==> src/rtl/upload_frame_packer.sv <==
// Upload frame packer: buffers a handler's upload burst, then sends it
// to the USB uplink as AA 55 SRC LENH LENL payload CSUM.
//
// Ports:
//   clk, rst           clock, asynchronous active-high reset
//   upload_req         burst in progress (held high by the handler)
//   upload_data        payload byte from the handler
//   upload_source      source ID, latched when the burst starts
//   upload_valid       upload_data valid
//   upload_ready       packer accepts a byte (valid & ready)
//   usb_upload_data    framed byte toward the USB uplink
//   usb_upload_valid   usb_upload_data valid
//   usb_upload_ready   uplink accepts the byte (valid & ready)
//   busy               packer is not idle
//   frame_done         one-cycle pulse after the checksum byte is taken
module upload_frame_packer #(
    parameter int         MAX_PAYLOAD_LEN = 256,
    parameter logic [7:0] HEADER0         = 8'hAA,
    parameter logic [7:0] HEADER1         = 8'h55
) (
    input  logic       clk,
    input  logic       rst,
    input  logic       upload_req,
    input  logic [7:0] upload_data,
    input  logic [7:0] upload_source,
    input  logic       upload_valid,
    output logic       upload_ready,
    output logic [7:0] usb_upload_data,
    output logic       usb_upload_valid,
    input  logic       usb_upload_ready,
    output logic       busy,
    output logic       frame_done
);
    localparam int AW = (MAX_PAYLOAD_LEN > 1) ? $clog2(MAX_PAYLOAD_LEN) : 1;
    localparam int CW = $clog2(MAX_PAYLOAD_LEN + 1);
    localparam logic [CW-1:0] MAX_CNT = CW'(MAX_PAYLOAD_LEN);

    typedef enum logic [3:0] {
        S_IDLE, S_COLLECT, S_HDR0, S_HDR1, S_SRC,
        S_LENH, S_LENL, S_PAYLOAD, S_CSUM
    } state_t;

    state_t        state;
    logic [CW-1:0] count;
    logic [CW-1:0] count_inc;
    logic [7:0]    sum;
    logic [7:0]    src;
    logic [7:0]    rdata;
    logic [7:0]    csum;
    logic [15:0]   len;
    logic [AW-1:0] idx;
    logic [AW-1:0] rd_addr;
    logic          accept;
    logic          advance;
    logic          last;

    logic [7:0] mem [MAX_PAYLOAD_LEN];

    assign accept    = upload_valid & upload_ready;
    assign count_inc = count + CW'(accept);
    assign len       = 16'(count);
    assign csum      = sum + src + len[15:8] + len[7:0];
    assign advance   = usb_upload_valid & usb_upload_ready;
    assign last      = (CW'(idx) + CW'(1)) == count;

    // Prefetch: rdata always holds mem[idx] for the byte on the bus, and
    // the next address is presented in the same cycle the current byte
    // is accepted, so payload bytes stream without bubbles.
    always_comb begin
        rd_addr = idx;
        if (state == S_PAYLOAD && advance && !last)
            rd_addr = idx + AW'(1);
    end

    always_ff @(posedge clk) begin
        if (state == S_COLLECT && accept)
            mem[count[AW-1:0]] <= upload_data;
        rdata <= mem[rd_addr];
    end

    always_comb begin
        usb_upload_data = 8'h00;
        case (state)
            S_HDR0:    usb_upload_data = HEADER0;
            S_HDR1:    usb_upload_data = HEADER1;
            S_SRC:     usb_upload_data = src;
            S_LENH:    usb_upload_data = len[15:8];
            S_LENL:    usb_upload_data = len[7:0];
            S_PAYLOAD: usb_upload_data = rdata;
            S_CSUM:    usb_upload_data = csum;
            default:   usb_upload_data = 8'h00;
        endcase
    end

    always_ff @(posedge clk or posedge rst) begin
        if (rst) begin
            state            <= S_IDLE;
            count            <= '0;
            sum              <= 8'h00;
            src              <= 8'h00;
            idx              <= '0;
            upload_ready     <= 1'b0;
            usb_upload_valid <= 1'b0;
            busy             <= 1'b0;
            frame_done       <= 1'b0;
        end else begin
            frame_done <= 1'b0;
            case (state)
                S_IDLE: begin
                    if (upload_req) begin
                        src          <= upload_source;
                        count        <= '0;
                        sum          <= 8'h00;
                        state        <= S_COLLECT;
                        busy         <= 1'b1;
                        upload_ready <= 1'b1;
                    end
                end
                S_COLLECT: begin
                    if (accept) begin
                        count <= count_inc;
                        sum   <= sum + upload_data;
                    end
                    // A byte taken in the cycle req falls still counts.
                    if (count_inc == MAX_CNT ||
                        (!upload_req && count_inc != '0)) begin
                        state            <= S_HDR0;
                        idx              <= '0;
                        upload_ready     <= 1'b0;
                        usb_upload_valid <= 1'b1;
                    end else if (!upload_req) begin
                        state        <= S_IDLE;
                        upload_ready <= 1'b0;
                        busy         <= 1'b0;
                    end
                end
                S_HDR0: if (usb_upload_ready) state <= S_HDR1;
                S_HDR1: if (usb_upload_ready) state <= S_SRC;
                S_SRC:  if (usb_upload_ready) state <= S_LENH;
                S_LENH: if (usb_upload_ready) state <= S_LENL;
                S_LENL: if (usb_upload_ready) state <= S_PAYLOAD;
                S_PAYLOAD: begin
                    if (usb_upload_ready) begin
                        if (last) state <= S_CSUM;
                        else      idx   <= idx + AW'(1);
                    end
                end
                S_CSUM: begin
                    if (usb_upload_ready) begin
                        state            <= S_IDLE;
                        count            <= '0;
                        sum              <= 8'h00;
                        usb_upload_valid <= 1'b0;
                        busy             <= 1'b0;
                        frame_done       <= 1'b1;
                    end
                end
                default: state <= S_IDLE;
            endcase
        end
    end
endmodule

==> config.mk <==
export PLATFORM = sky130hd
export DESIGN_NAME = upload_frame_packer
export DESIGN_NICKNAME = d
export VERILOG_FILES = /design/src/rtl/upload_frame_packer.sv
export SDC_FILE = /design/constraint.sdc
export NUM_CORES = 2
export LEC_CHECK = 0
export BUFFER_PORTS_ARGS = -buffer_cell sky130_fd_sc_hd__clkbuf_2
export CAP_MARGIN = 20
export CORE_UTILIZATION = 25
export DETAILED_ROUTE_END_ITERATION = 10
export PLACE_DENSITY = 0.47
export SYNTH_ARGS = -nofsm -noshare
export SYNTH_HDL_FRONTEND = slang
export SYNTH_SLANG_ARGS = --single-unit
==> constraint.sdc <==
create_clock -name clk -period 9.7 [get_ports clk]
set_input_delay 0.485 -clock clk [delete_from_list [all_inputs] [get_ports clk]]
set_output_delay 0.485 -clock clk [all_outputs]
set_load 0.01 [all_outputs]
-- Word-level counts from Yosys, hierarchy flattened
Memory sizes are Yosys's and may differ from the RTL's. A register that Yosys moved wholly into a read port is not among the register bits.
Cells that the tools add are included.
- add/sub/neg operators: 7
- equality and inequality tests: 25
- mux-type cells: 39
- bitwise logic cells: 2
- reductions and logical operators: 20
- operators with widths (kind ; number):
    8-bit 2-to-1 mux ; 7
    8-bit one-hot mux with 7 select lines ; 1
    4-bit 2-to-1 mux ; 11
    4-bit one-hot mux with 9 select lines ; 1
    9-bit 2-to-1 mux ; 3
    9-bit one-hot mux with 3 select lines ; 1
    2-bit inequality test, second input constant ; 13
    8-bit adder ; 3
    8-bit one-hot mux with 3 select lines ; 1
    4-bit by 3-bit equality test with 1-bit output, second input constant ; 4
    8-bit one-hot mux with 2 select lines ; 1
    1-bit 2-to-1 mux ; 10
    10-bit AND reduction ; 1
    8-bit by 1-bit adder with 9-bit output, second input constant ; 1
    9-bit by 1-bit adder with 9-bit output ; 1
    9-bit equality test ; 1
    9-bit equality test, second input constant ; 1
    9-bit nonzero test ; 1
    8-bit by 1-bit adder with 8-bit output ; 1
    8-bit by 1-bit adder with 8-bit output, second input constant ; 1
    4-bit by 2-bit equality test with 1-bit output, second input constant ; 2
    4-bit AND reduction ; 2
    3-bit AND reduction ; 2
    2-bit nonzero test ; 3
    other kinds (14) ; 20
- bits in registers: 41
- bits in writable memories: 2048
- input port bits: 21
- memories: 1
- memories (memory ; words ; bits a word ; rd ports ; clocked after Yosys merged registers in ; wr ports ; line ; RTL):
    mem ; 256 ; 8 ; 1 ; 1 ; 1 ; 57 ; logic [7:0] mem [MAX_PAYLOAD_LEN];

-- Longest topological paths before layout
- word-level depth: 7
- depth in mapped cells: 18
- depth with buffers taken out: 14

-- Worst setup path after synthesis
OpenSTA, ideal clock, no wires.
- path type: flip-flop to flip-flop
- start: register idx[0]
- end: register rdata[0] (read register of mem)
- data arrival time: 3487 ps
- setup slack: 6096 ps
- cell stages (with the launch flop): 14
- buffers on the path: 5
- period minus slack after synthesis: 3604 ps
- cells stage by stage: dfrtp_1 ha_1 buf_2 buf_2 buf_1 buf_1 clkbuf_1 mux2i_1 mux2i_1 a32oi_1 o2111ai_1 a221oi_1 nand3_1 and4_1
- longest elaborated chain between the ends: 5
- elaborated cells between the ends (all ways): 6
- those cells by class: add/sub: 2; eq/ne: 1; mux: 1; reduce/logical: 2
- RTL lines (what ; line ; RTL):
    from (decl) ; 51 ; logic [AW-1:0] idx;
    from (signal assigned) ; 145 ; else idx <= idx + AW'(1);
    8-bit by 1-bit adder with 9-bit output ; 64 ; assign last = (CW'(idx) + CW'(1)) == count;
    9-bit equality test ; 64 ;
    1-bit logical NOT ; 71 ; if (state == S_PAYLOAD && advance && !last)
    1-bit logical AND ; 71 ;
    8-bit 2-to-1 mux * ; 71 ;
    to (decl) ; 48 ; logic [7:0] rdata;
Every way passes the cells marked *; elsewhere a longest branch is shown, timed or not.
A chain may end at the register's enable or synchronous reset.

-- Worst setup path in the final report
- start: register idx[0]
- end: register rdata[6] (read register of mem)
Same word-level chain as after synthesis.

==> qor.csv <==
metric,value,unit
final_common_cell,edfxtp_1,
rows,235,
path_clk_slew,0.07,ns
holdPathStages,1,
gp_congestion,0.835,
viasPerCell,5.17,
clock-skew-final,0.0886,ns
grt.overflow.total,0,
synth_enable_flop_cells,2048,
arrival,7.81,ns
worstSetupEndpointType,flip-flop,
clock_latency,0.95,ns
internal_power,19.5,mW
grt_pass1_vias,66600,
postLayoutCellArea,0.117,mm²
mappedNetlistArea,0.103,mm²
slew_violations,0,
p_sw,10.3,mW
slew-limit-headroom,0.187,
yosys-mux-area-fraction,0.190,
ir_drop,0.321,mV
initial_utilization,0.251,
path_class,reg2reg,
nFillCells,41300,
synth_top_family_by_area,multiplexers,
synth_nets,7576,
synthFlopType,edfxtp_1,
grt_use_total,0.162,
drive_gt1_frac,0.126,
status,completed,
grt_pass1_wl,494,mm
ys_warn_count,0,
max_freq,142,MHz
dieArea,0.414,mm²
nets,7436,
period_needed,7.03,ns
placed_cell_area,0.109,mm²
multi_input_area,0.0378,mm²
synth.distinct_cells,85,
cts_root_buf,clkbuf_16,
grt_max_degree,143,
first_iter_violations,6183,
clockBufferDepth,4,
critPathSlowestCell,nor4_1,
p_seq_frac,0.343,
drt-pass1-iter-count,6,
cts_inserted_buffers,236,
synth_top_cell_by_area,edfxtp_1,
ant_nets,0,
area_growth,14.0,%
hpwl,212,mm
r2r_start,idx[0]$_DFFE_PP0P_,
fin_util,0.286,
r2r_slack,2.67,ns
reg2reg_to,rdata[6]$_DFF_P_,
final_cell_mix,"edfxtp_1, mux2i_1, nor2_1, nand2_1, a211oi_1",
cp_top_family,simple AND/OR/NAND/NOR gates,
cts.sink_count,2097,
ioPinCount,33,
num_vias,67500,
synthTopCellsByArea,"edfxtp_1, mux2i_1, mux4_2",
post-route-period-util,0.725,
seqCellArea,0.0627,mm²
ys_seq_area_frac,0.609,
setup_viol,0,
rsz0062_at_grt,no,
cp_common_cell,nor4_1,
setup_tns,0,ns
synthAdderAreaFrac,0.00382,
start_kind,flip-flop,
cp.buffers_inverters,2,
slowest_delay,1.04,ns
ys_ff_latch,2097,
crit_fanout,52,
fin_total_pwr,29.8,mW
crit_required,10.48,ns
worst_pin_slew,1.21,ns
routed_wl,350,mm
synth_xor_area_frac,0.00247,
port_buffers,32,
pwr-share-clk,0.308,
async_flop_share,0.0196,
finalHoldViolCount,0,
die_h,644,µm
hold_end,mem[86][7]$_DFFE_PP_,
postSynthCellCount,7529,
holdCritStartpoint,upload_data[7],
antenna_found_initial,19,
synth_top_area_frac,0.597,
die_w,644,µm
drt-wirelength-per-cell,26.8,µm
hp-class,in2reg,
path_depth,13,
power_frac_comb,0.349,
avgSynthCellArea,13.7,µm²
coreArea,0.410,mm²
cts_tree,yes,
power.density,254,mW/mm²
h-tree-depth,4,
synth-simple-area-share,0.0704,
worstPathCellList,"buf_4, nand3_1, xnor2_1, and4_1, o2111ai_2, and3_1, mux2_4, buf_4, a211oi_1, nor4_1, o22ai_1, nor4_1, nor4_1",
power.leakage,34.5,nW
rr_worst_depth,13,
drc,0,
synth_compound_area_frac,0.0975,
maxCapViolations,0,
switching_share,0.347,
cts_setup_buffers,0,
kinds of logic after synthesis:
logic type / Yosys count
AO/OA/AOI/OAI: 1424
XOR/XNOR: 29
adder cells (fa/ha/maj): 26
buffers and inverters: 638
flip-flops: 2097
multiplexers: 1704
AND/OR/NAND/NOR: 1611
worst max-delay path by stage:
stage,from,to,slack (ns)
finish,idx[0]$_DFFE_PP0P_,rdata[6]$_DFF_P_,2.67
CTS,idx[0]$_DFFE_PP0P_,rdata[6]$_DFF_P_,2.82
detailed placement,idx[0]$_DFFE_PP0P_,rdata[6]$_DFF_P_,2.77
global placement,idx[0]$_DFFE_PP0P_,rdata[7]$_DFF_P_,2.41
floorplan,idx[0]$_DFFE_PP0P_,rdata[0]$_DFF_P_,6.10
global route,idx[0]$_DFFE_PP0P_,rdata[6]$_DFF_P_,2.42
what timing repair did:
action,CTS,global route
resized for setup,0,0
endpoints found under the setup margin,0,0
hold endpoints to repair,182,0
hold buffers,17,0
through the flow:
step           hold slack [ns]  worst slack, ns  std cells
6_report                0.0919             2.67      13100
3_3_place_gp             0.493             2.41      12600
3_5_place_dp             0.509             2.77      12600
4_1_cts                 0.0305             2.82      13000
2_1_floorplan            0.470             6.10       7529
5_1_grt                 0.0697             2.42      13000
cells in the mapped netlist (all sizes together) (138+ instances only):
library cell / instances
edfxtp: 2048
mux2i: 1368
nor2: 565
nand2: 563
a211oi: 342
a21oi: 325
buf: 320
clkbuf: 302
nor2b: 226
mux4: 182
mux2: 154
o22ai: 138
layer usage:
metal | up-vias | part of all wire | GRT usage | routed length [µm]
li1 | 29500 | - | - | -
met1 | 35300 | 0.44 | 0.216 | 152000
met2 | 2177 | 0.48 | 0.269 | 166000
met3 | 541 | 0.055 | 0.0210 | 19300
met4 | 6 | 0.034 | 0.0568 | 11800
met5 | - | 0.00013 | 0 | 45
final cells by class:
class,count,share of cell area
sequential,2097,0.534
clock inverter,148,0.0142
multi-input combinational,4794,0.322
clock buffer,290,0.0523
inverter,16,0.000512
timing repair buffer,244,0.0184
tap,5451,0.0581
antenna,13,0.000277
sequential cells by signal, indices dropped and copies added (netlist names):
name	cells
busy	1
count	9
frame_done	1
idx	8
mem	2048
rdata	8
src	8
state	4
sum	8
upload_ready	1
usb_upload_valid	1
power by group through the flow:
stage / logic (mW) / clock network (mW) / registers (mW)
after floorplan: 7.64 / 0 / 10.2
after global placement: 10.3 / 0 / 10.4
after detailed placement: 10.4 / 0 / 10.4
after CTS: 10.4 / 9.34 / 10.2
after global routing: 11.0 / 9.68 / 10.2
final: 10.4 / 9.18 / 10.2
(Power assumes the default switching activity.)
